==> src/rtl/lsu_axi_master.sv <==
// Memory-stage load/store unit: one packet in, one AXI4-Lite read or write out, one result to W.
// Optional build macro LSU_MISALIGN_CHECK_EN faults misaligned half/word accesses without bus traffic.
//
// state     | meaning
// ----------+------------------------------------------------------------
// S_IDLE    | s_ready high, waiting for a packet from the M-stage register
// S_RD_ADDR | arvalid high, waiting for arready
// S_RD_DATA | rready high, waiting for rvalid
// S_WR_REQ  | AW and/or W still outstanding, each retired independently
// S_WR_RESP | bready high, waiting for bvalid
// S_DONE    | m_valid high, result held until m_ready
module lsu_axi_master #(
  parameter int ADDR_W = 32,
  parameter int DATA_W = 32
) (
  input  logic              clk,
  input  logic              rst,
  input  logic              s_valid,
  output logic              s_ready,
  input  logic              mvalid,
  input  logic              mwen,
  input  logic [7:0]        mwmask,
  input  logic [2:0]        mrtype,
  input  logic [ADDR_W-1:0] addr,
  input  logic [DATA_W-1:0] wdata_in,
  input  logic [4:0]        rd_in,
  output logic              m_valid,
  input  logic              m_ready,
  output logic [DATA_W-1:0] ldata,
  output logic [4:0]        rd_out,
  output logic              fault,
  output logic [ADDR_W-1:0] araddr,
  output logic              arvalid,
  input  logic              arready,
  input  logic [DATA_W-1:0] rdata,
  input  logic [1:0]        rresp,
  input  logic              rvalid,
  output logic              rready,
  output logic [ADDR_W-1:0] awaddr,
  output logic              awvalid,
  input  logic              awready,
  output logic [DATA_W-1:0] wdata,
  output logic [3:0]        wstrb,
  output logic              wvalid,
  input  logic              wready,
  input  logic [1:0]        bresp,
  input  logic              bvalid,
  output logic              bready
);

  typedef enum logic [2:0] {
    S_IDLE, S_RD_ADDR, S_RD_DATA, S_WR_REQ, S_WR_RESP, S_DONE
  } state_t;

  state_t            state_q, state_d;
  logic [ADDR_W-1:0] araddr_q, araddr_d, awaddr_q, awaddr_d;
  logic [DATA_W-1:0] wdata_q, wdata_d, ldata_q, ldata_d;
  logic [3:0]        wstrb_q, wstrb_d;
  logic              arvalid_q, arvalid_d, rready_q, rready_d;
  logic              awvalid_q, awvalid_d, wvalid_q, wvalid_d, bready_q, bready_d;
  logic [4:0]        rd_out_q, rd_out_d;
  logic              fault_q, fault_d;
  logic [1:0]        off_q, off_d;
  logic [2:0]        mrtype_q, mrtype_d;

  logic              misalign;
  logic              aw_done, w_done;
  logic [DATA_W-1:0] lane;
  logic              unused_mwmask_hi;

  assign unused_mwmask_hi = ^mwmask[7:4];

`ifdef LSU_MISALIGN_CHECK_EN
  logic is_half, is_word;
  always_comb begin
    is_half = 1'b0;
    is_word = 1'b0;
    if (mwen) begin
      is_half = (mwmask[3:0] == 4'h3);
      is_word = (mwmask[3:0] == 4'hF);
    end else begin
      is_half = (mrtype[1:0] == 2'b01);
      is_word = (mrtype[1:0] != 2'b00) && (mrtype[1:0] != 2'b01);
    end
    misalign = mvalid && ((is_half && addr[0]) || (is_word && (addr[1:0] != 2'b00)));
  end
`else
  assign misalign = 1'b0;
`endif

  assign aw_done = !awvalid_q || awready;
  assign w_done  = !wvalid_q  || wready;
  assign lane    = rdata >> {off_q, 3'b000};

  always_comb begin
    state_d   = state_q;
    araddr_d  = araddr_q;
    awaddr_d  = awaddr_q;
    wdata_d   = wdata_q;
    wstrb_d   = wstrb_q;
    ldata_d   = ldata_q;
    arvalid_d = arvalid_q;
    rready_d  = rready_q;
    awvalid_d = awvalid_q;
    wvalid_d  = wvalid_q;
    bready_d  = bready_q;
    rd_out_d  = rd_out_q;
    fault_d   = fault_q;
    off_d     = off_q;
    mrtype_d  = mrtype_q;
    case (state_q)
      S_IDLE: begin
        if (s_valid) begin
          off_d    = addr[1:0];
          mrtype_d = mrtype;
          rd_out_d = rd_in;
          fault_d  = 1'b0;
          ldata_d  = '0;
          if (!mvalid) begin
            state_d = S_DONE;
          end else if (misalign) begin
            fault_d = 1'b1;
            state_d = S_DONE;
          end else if (!mwen) begin
            araddr_d  = {addr[ADDR_W-1:2], 2'b00};
            arvalid_d = 1'b1;
            state_d   = S_RD_ADDR;
          end else begin
            awaddr_d  = {addr[ADDR_W-1:2], 2'b00};
            wstrb_d   = mwmask[3:0] << addr[1:0];
            wdata_d   = wdata_in << {addr[1:0], 3'b000};
            awvalid_d = 1'b1;
            wvalid_d  = 1'b1;
            state_d   = S_WR_REQ;
          end
        end
      end
      S_RD_ADDR: begin
        if (arready) begin
          arvalid_d = 1'b0;
          rready_d  = 1'b1;
          state_d   = S_RD_DATA;
        end
      end
      S_RD_DATA: begin
        if (rvalid) begin
          case (mrtype_q)
            3'b000:  ldata_d = {{(DATA_W-8){lane[7]}}, lane[7:0]};
            3'b001:  ldata_d = {{(DATA_W-16){lane[15]}}, lane[15:0]};
            3'b100:  ldata_d = {{(DATA_W-8){1'b0}}, lane[7:0]};
            3'b101:  ldata_d = {{(DATA_W-16){1'b0}}, lane[15:0]};
            default: ldata_d = lane;
          endcase
          fault_d  = (rresp != 2'b00);
          rready_d = 1'b0;
          state_d  = S_DONE;
        end
      end
      S_WR_REQ: begin
        if (awvalid_q && awready) awvalid_d = 1'b0;
        if (wvalid_q && wready)   wvalid_d  = 1'b0;
        if (aw_done && w_done) begin
          bready_d = 1'b1;
          state_d  = S_WR_RESP;
        end
      end
      S_WR_RESP: begin
        if (bvalid) begin
          fault_d  = (bresp != 2'b00);
          bready_d = 1'b0;
          state_d  = S_DONE;
        end
      end
      S_DONE: begin
        if (m_ready) state_d = S_IDLE;
      end
      default: state_d = S_IDLE;
    endcase
  end

  always_ff @(posedge clk) begin
    if (rst) begin
      state_q   <= S_IDLE;
      araddr_q  <= '0;
      awaddr_q  <= '0;
      wdata_q   <= '0;
      wstrb_q   <= '0;
      ldata_q   <= '0;
      arvalid_q <= 1'b0;
      rready_q  <= 1'b0;
      awvalid_q <= 1'b0;
      wvalid_q  <= 1'b0;
      bready_q  <= 1'b0;
      rd_out_q  <= '0;
      fault_q   <= 1'b0;
      off_q     <= '0;
      mrtype_q  <= '0;
    end else begin
      state_q   <= state_d;
      araddr_q  <= araddr_d;
      awaddr_q  <= awaddr_d;
      wdata_q   <= wdata_d;
      wstrb_q   <= wstrb_d;
      ldata_q   <= ldata_d;
      arvalid_q <= arvalid_d;
      rready_q  <= rready_d;
      awvalid_q <= awvalid_d;
      wvalid_q  <= wvalid_d;
      bready_q  <= bready_d;
      rd_out_q  <= rd_out_d;
      fault_q   <= fault_d;
      off_q     <= off_d;
      mrtype_q  <= mrtype_d;
    end
  end

  assign s_ready = (state_q == S_IDLE);
  assign m_valid = (state_q == S_DONE);
  assign ldata   = ldata_q;
  assign rd_out  = rd_out_q;
  assign fault   = fault_q;
  assign araddr  = araddr_q;
  assign arvalid = arvalid_q;
  assign rready  = rready_q;
  assign awaddr  = awaddr_q;
  assign awvalid = awvalid_q;
  assign wdata   = wdata_q;
  assign wstrb   = wstrb_q;
  assign wvalid  = wvalid_q;
  assign bready  = bready_q;

endmodule

==> config.mk <==
export PLATFORM = sky130hd
export DESIGN_NAME = lsu_axi_master
export DESIGN_NICKNAME = d
export VERILOG_FILES = /design/src/rtl/lsu_axi_master.sv
export SDC_FILE = /design/constraint.sdc
export NUM_CORES = 1
export LEC_CHECK = 0
export BUFFER_PORTS_ARGS = -buffer_cell sky130_fd_sc_hd__buf_2
export CORE_MARGIN = 4
export CORE_UTILIZATION = 48
export DETAILED_ROUTE_END_ITERATION = 10
export GPL_TIMING_DRIVEN = 0
export PLACE_DENSITY = 0.83
export SLEW_MARGIN = 25
export SYNTH_ARGS = -nofsm -noshare
export SYNTH_HDL_FRONTEND = slang
export SYNTH_SLANG_ARGS = --single-unit
==> constraint.sdc <==
create_clock -name clk -period 2.4 [get_ports clk]
set_clock_uncertainty 0.1 [all_clocks]
set_input_delay 0.48 -clock clk [delete_from_list [all_inputs] [get_ports clk]]
set_output_delay 0.48 -clock clk [all_outputs]
set_load 0.02 [all_outputs]
Word-level counts from Yosys, hierarchy flattened
Index checks and enable logic that the tools add are counted.
{"block": "word_totals", "register_bits": 147, "output_inout_bits": 145}
{"block": "op_classes", "eq_ne": 19, "shift": 3, "n_mux": 35, "bitwise": 1, "reduce_logical": 28}
{"cell": "$pmux W32 S4", "count": 1}
{"cell": "$mux W32", "count": 2}
{"cell": "$pmux W32 S2", "count": 1}
{"cell": "$shl A32 B5 Y32", "count": 1}
{"cell": "$shr A32 B5 Y32", "count": 1}
{"cell": "$mux W3", "count": 7}
{"cell": "$pmux W3 S6", "count": 1}
{"cell": "$mux W1", "count": 16}
{"cell": "$ne A2 B2 Y1 const B", "count": 8}
{"cell": "$reduce_and A5 Y1", "count": 3}
{"cell": "$reduce_bool A2 Y1", "count": 7}
{"cell": "$eq A3 B3 Y1 const B", "count": 4}
{"cell": "$reduce_and A4 Y1", "count": 3}
{"cell": "$pmux W1 S2", "count": 5}
{"cell": "$reduce_and A3 Y1", "count": 3}
{"cell": "$eq A3 B1 Y1 const B", "count": 2}
{"cell": "$eq A3 B2 Y1 const B", "count": 2}
{"cell": "$logic_not A3 Y1", "count": 2}
{"cell": "$ne A2 B1 Y1 const B", "count": 3}
{"cell": "$reduce_and A6 Y1", "count": 1}
{"cell": "$shl A4 B2 Y4", "count": 1}
{"cell": "$logic_and A1 B1 Y1", "count": 3}
{"cell": "$pmux W1 S3", "count": 1}
{"cell": "$reduce_bool A3 Y1", "count": 1}
{"cell": "other kinds (5)", "count": 7}

Depth between registers and ports, before layout
{"block": "depth", "word_depth": 5, "mapped_depth": 6}

Worst setup path after synthesis
Ideal clock, no wire load.
{"block": "synth_path", "kind": "flip-flop to flip-flop", "from": "register off_q[1]", "to": "register ldata_q[22], in the netlist ldata[22]", "setup_ns": 0.128, "t_arrival_ns": 1.532, "t_required_ns": 2.172, "setup_slack_ns": 0.640, "stages_incl_launch_ff": 7, "synth_period_minus_slack_ns": 1.760, "path_cell_list": "dfxtp_1 -> buf_2 -> mux4_2 -> nor2_1 -> nand4bb_1 -> buf_2 -> o21ai_1"}
{"block": "synth_between", "elab_chain_cells": 4}
{"element": "start, declared", "line": "63", "text": "logic [1:0] off_q, off_d;"}
{"element": "start signal, assigned", "line": "196", "text": "off_q <= '0;"}
{"element": "start signal, assigned", "line": "212", "text": "off_q <= off_d;"}
{"element": "$shr A32 B5 Y32", "line": "93", "text": "assign lane = rdata >> {off_q, 3'b000};"}
{"element": "$pmux W32 S4", "line": "147", "text": "case (mrtype_q)"}
{"element": "$mux W32", "line": "146", "text": "if (rvalid) begin"}
{"element": "$pmux W32 S2", "line": "111", "text": "case (state_q)"}
{"element": "end signal, assigned", "line": "204", "text": "ldata_q <= ldata_d;"}
{"element": "end, declared", "line": "57", "text": "logic [DATA_W-1:0] wdata_q, wdata_d, ldata_q, ldata_d;"}
No other way between the ends. The select of a mux whose other input is x is not followed.
A chain may end at the register's enable or synchronous reset.

Final worst setup path
{"block": "layout_path", "from": "register state_q[1]", "to": "register ldata_q[11], in the netlist ldata[11]"}
{"block": "layout_between", "elab_chain_cells": 3, "word_cells_on_any_way": 7, "cone_classes": "3 x eq/ne; 1 x mux; 3 x reduce/logical"}
{"element": "start, declared", "line": "55", "text": "state_t state_q, state_d;"}
{"element": "start signal, assigned", "line": "199", "text": "state_q <= state_d;"}
{"element": "$eq A3 B2 Y1 or $logic_not A3 Y1 (tied branches)", "line": "111"}
{"element": "$ne A2 B2 Y1 (no source line) or $reduce_bool A2 Y1 (tied branches)"}
{"element": "$reduce_and A3 Y1 (no source line)"}
Several ways; a longest one is shown, not always the timed one.

==> impl_metrics.prom <==
# TYPE chip_impl_metric gauge
chip_impl_metric{name="tns",unit="ns"} 0
chip_impl_metric{name="die_y",unit="um"} 125
chip_impl_metric{name="clk_pin_slew_worst_paths",unit="ns"} 0.06
chip_impl_metric{name="placementRows",unit=""} 42
chip_impl_metric{name="critical_path_peak_fanout",unit=""} 8
chip_impl_metric{name="worst_pin_slew",unit="ns"} 0.736
chip_impl_metric{name="place_ws",unit="ns"} 0.0540
chip_impl_metric{name="grt_start_max_net_pins",unit=""} 17
chip_impl_metric{name="fin_crit",unit="ns"} 2.17
chip_impl_metric{name="power.static_leakage",unit="nW"} 3.74
chip_impl_metric{name="ctsHtreeMaxLevel",unit=""} 4
chip_impl_metric{name="async_reset_ff_share",unit="%"} 0
chip_impl_metric{name="finish.net_count",unit=""} 1169
chip_impl_metric{name="post-route-period-util",unit="%"} 90.3
chip_impl_metric{name="p_per_area",unit="mW/mm2"} 835
chip_impl_metric{name="met1_usage",unit="%"} 32.3
chip_impl_metric{name="fill_cells",unit=""} 1105
chip_impl_metric{name="synthesis.area",unit="mm2"} 0.00652
chip_impl_metric{name="sequential_area_share_after_synthesis",unit="%"} 45.1
chip_impl_metric{name="setup_viol_count_final",unit=""} 0
chip_impl_metric{name="number_of_enable_type_register_cells_in_the_synthesized_netlist",unit=""} 0
chip_impl_metric{name="io_buffer_count",unit=""} 262
chip_impl_metric{name="synthDistinctLibCells",unit=""} 48
chip_impl_metric{name="count_of_final_max_slew_check_failures",unit=""} 0
chip_impl_metric{name="grt_pass1_wl",unit="mm"} 33.8
chip_impl_metric{name="first_drt_pass_iteration_count",unit=""} 5
chip_impl_info{name="synthFlopType",value="dfxtp_1"} 1
chip_impl_metric{name="vdd.ir_drop.worst",unit="mV"} 0.537
chip_impl_metric{name="grt_pass1_vias",unit=""} 6552
chip_impl_metric{name="detail-route-antenna-nets",unit=""} 0
chip_impl_metric{name="critPathRequiredTime",unit="ns"} 2.63
chip_impl_metric{name="worst_rel_slew_slack",unit="%"} 50.9
chip_impl_info{name="grt_setup_unrepaired",value="no"} 1
chip_impl_metric{name="post_synth_inst_count",unit=""} 758
chip_impl_metric{name="globalRouteMet2Util",unit="%"} 44.8
chip_impl_metric{name="number_of_synthesized_register_bits",unit=""} 147
chip_impl_metric{name="die_area",unit="mm2"} 0.0155
chip_impl_metric{name="avgSynthCellArea",unit="um2"} 8.61
chip_impl_info{name="grt-busiest-layer",value="met2"} 1
chip_impl_metric{name="floorplan.io_pins",unit=""} 272
chip_impl_metric{name="drc",unit=""} 0
chip_impl_metric{name="place_congestion",unit=""} 0.953
chip_impl_info{name="synth_area_leader_cell",value="dfxtp_1"} 1
chip_impl_info{name="top_cell_types_by_occurrence_after_synthesis",value="172 x nand2_1, 147 x dfxtp_1, 81 x a21oi_1"} 1
chip_impl_metric{name="area_added_between_synthesis_and_finish",unit="%"} 32.9
chip_impl_metric{name="share_of_cells_above_drive_strength_1",unit="%"} 36.0
chip_impl_metric{name="finalHoldViolCount",unit=""} 0
chip_impl_metric{name="postCtsHoldBufs",unit=""} 0
chip_impl_metric{name="post-cts-setup-buffers",unit=""} 0
chip_impl_metric{name="register_area",unit="mm2"} 0.00294
chip_impl_metric{name="routed_wire_length_per_instance",unit="um"} 17.5
chip_impl_metric{name="yosys_warnings",unit=""} 0
chip_impl_info{name="tritoncts",value="yes"} 1
chip_impl_metric{name="cts-root-to-sink-buffers",unit=""} 2
chip_impl_info{name="cts-root-buf",value="clkbuf_16"} 1
chip_impl_metric{name="clk_latency",unit="ns"} 0.41
chip_impl_info{name="netlist_top_cells_area",value="dfxtp_1 45%, nand2_1 9.9%, a21oi_1 6.2%"} 1
chip_impl_metric{name="drt_wl_total",unit="mm"} 21.5
chip_impl_metric{name="global_route.usage.met3",unit="%"} 7.76
chip_impl_metric{name="max_cap_violations",unit=""} 0
chip_impl_info{name="result_of_the_run",value="completed"} 1
chip_impl_metric{name="drtIter0Drc",unit=""} 574
chip_impl_metric{name="number_of_antenna_violations_at_the_first_check_in_global_routing",unit=""} 3
chip_impl_info{name="yosys.cell_count.top_type",value="nand2_1"} 1
chip_impl_metric{name="global_route.usage.total",unit="%"} 26.9
chip_impl_metric{name="core_area",unit="mm2"} 0.0133
chip_impl_metric{name="p_total",unit="mW"} 7.24
chip_impl_metric{name="die_w",unit="um"} 125
chip_impl_metric{name="multi_input_area",unit="mm2"} 0.00323
chip_impl_metric{name="tritoncts_buffers",unit=""} 17
chip_impl_metric{name="postLayoutSetupSlackWorst",unit="ns"} 0.233
chip_impl_metric{name="fmaxAchievable",unit="MHz"} 461
chip_impl_metric{name="detail_route.vias_per_cell",unit=""} 5.50
chip_impl_metric{name="total_grt_overflow",unit=""} 0
chip_impl_metric{name="initial_utilization",unit="%"} 49.1
chip_impl_info{name="worstSetupEndpointType",value="flip-flop"} 1
chip_impl_info{name="classification_of_the_worst_setup_path",value="flip-flop to flip-flop"} 1
chip_impl_metric{name="cp_data_arrival_time",unit="ns"} 2.40
chip_impl_info{name="hold_path_class",value="input pin to flip-flop"} 1
chip_impl_metric{name="numClockSinks",unit=""} 147
chip_impl_info{name="worst_setup_path_start_kind",value="flip-flop"} 1
chip_impl_metric{name="ctsResizeCount",unit=""} 0
chip_impl_metric{name="dp_hpwl",unit="mm"} 16.3
chip_impl_metric{name="post-synth-top-area-fraction",unit="%"} 45.1
chip_impl_metric{name="via_count",unit=""} 6785
[flip-flops by register name, indices dropped and copies added, names as in the netlist]
register	flops
wvalid	1
ldata	32
arvalid	1
araddr	30
wdata	32
awaddr	30
bready	1
fault	1
awvalid	1
state_q	3
mrtype_q	3
rd_out	5
wstrb	4
off_q	2
rready	1
[logic make-up after synthesis]
logic type	Yosys count	synth area share (%)
buffers and inverters	73	5.52
flip-flops	147	45.1
other	1	0.0575
AO/OA/AOI/OAI	203	19.9
multiplexers	53	9.99
AND/OR/NAND/NOR	281	19.4
[area by class of cell]
| class | instances | area share, % |
|---|---|---|
| clock inverter | 12 | 1.49 |
| sequential | 147 | 34.0 |
| buffer | 71 | 4.07 |
| timing repair buffer | 262 | 15.1 |
| multi-input combinational | 541 | 37.3 |
| tap | 176 | 2.54 |
| clock buffer | 20 | 5.38 |
| antenna | 2 | 0.0577 |
| inverter | 2 | 0.0866 |
[layer usage]
metal	wire [um]	share of wire, %	vias to the layer above
li1	-	-	3205
met1	8420	39	3164
met2	10500	49	360
met3	1980	9.2	54
met4	675	3.1	2
met5	7	0.033	-
[stage by stage]
| stage | util (%) | cells | instance area (um2) | hold slack, ns |
|---|---|---|---|---|
| after global routing | 65.2 | 1233 | 8670 | 0.194 |
| final | 65.2 | 1233 | 8670 | 0.197 |
| after CTS | 65.2 | 1231 | 8660 | 0.187 |
| after global placement | 60.7 | 1199 | 8070 | 0.335 |
| after floorplan | - | 761 | 6540 | 0.359 |
| after detailed placement | 60.7 | 1199 | 8070 | 0.340 |
[final timing paths]
check,slack (ns),endpoint,from,cells past startpoint
max reg2reg,0.23,ldata[11],state_q[1],6
max,0.23,ldata[11],state_q[1],6
min,0.20,rd_out[4],rd_in[4],3
min reg2reg,0.35,wdata[7],wdata[7],2
[layout by cell type (no fill, tap or decap), types with 7 or more instances in the layout]
cell type  count
mux2_2        17
a21oi_1       81
nor4_1        10
o21ai_1       17
mux2i_1       28
clkbuf_1      42
dfxtp_1      147
o211ai_1      10
o21ai_0       14
a22oi_1       24
nor3_1        12
nor2_1        42
a21oi_2       29
nand2b_1       8
nand2_1      172
nand3_1       10
buf_6          7
clkbuf_16     17
buf_2        277
nand3b_1       9
o2bb2ai_1      8
a211oi_1      10
mux4_2         8
[power breakdown]
part           internal, mW  switching [mW]
Sequential             2.63           0.117
Clock                  1.61            1.04
Combinational         0.671            1.17
[critical path: stages (launching register included)]
cell       delay (ns)
dfxtp_1          0.44
mux2i_1          0.34
or3_1            0.15
clkbuf_1         0.32
nor2b_1          0.21
clkbuf_1         0.33
o2bb2ai_1        0.19
Power figures use the tool's default switching activity.
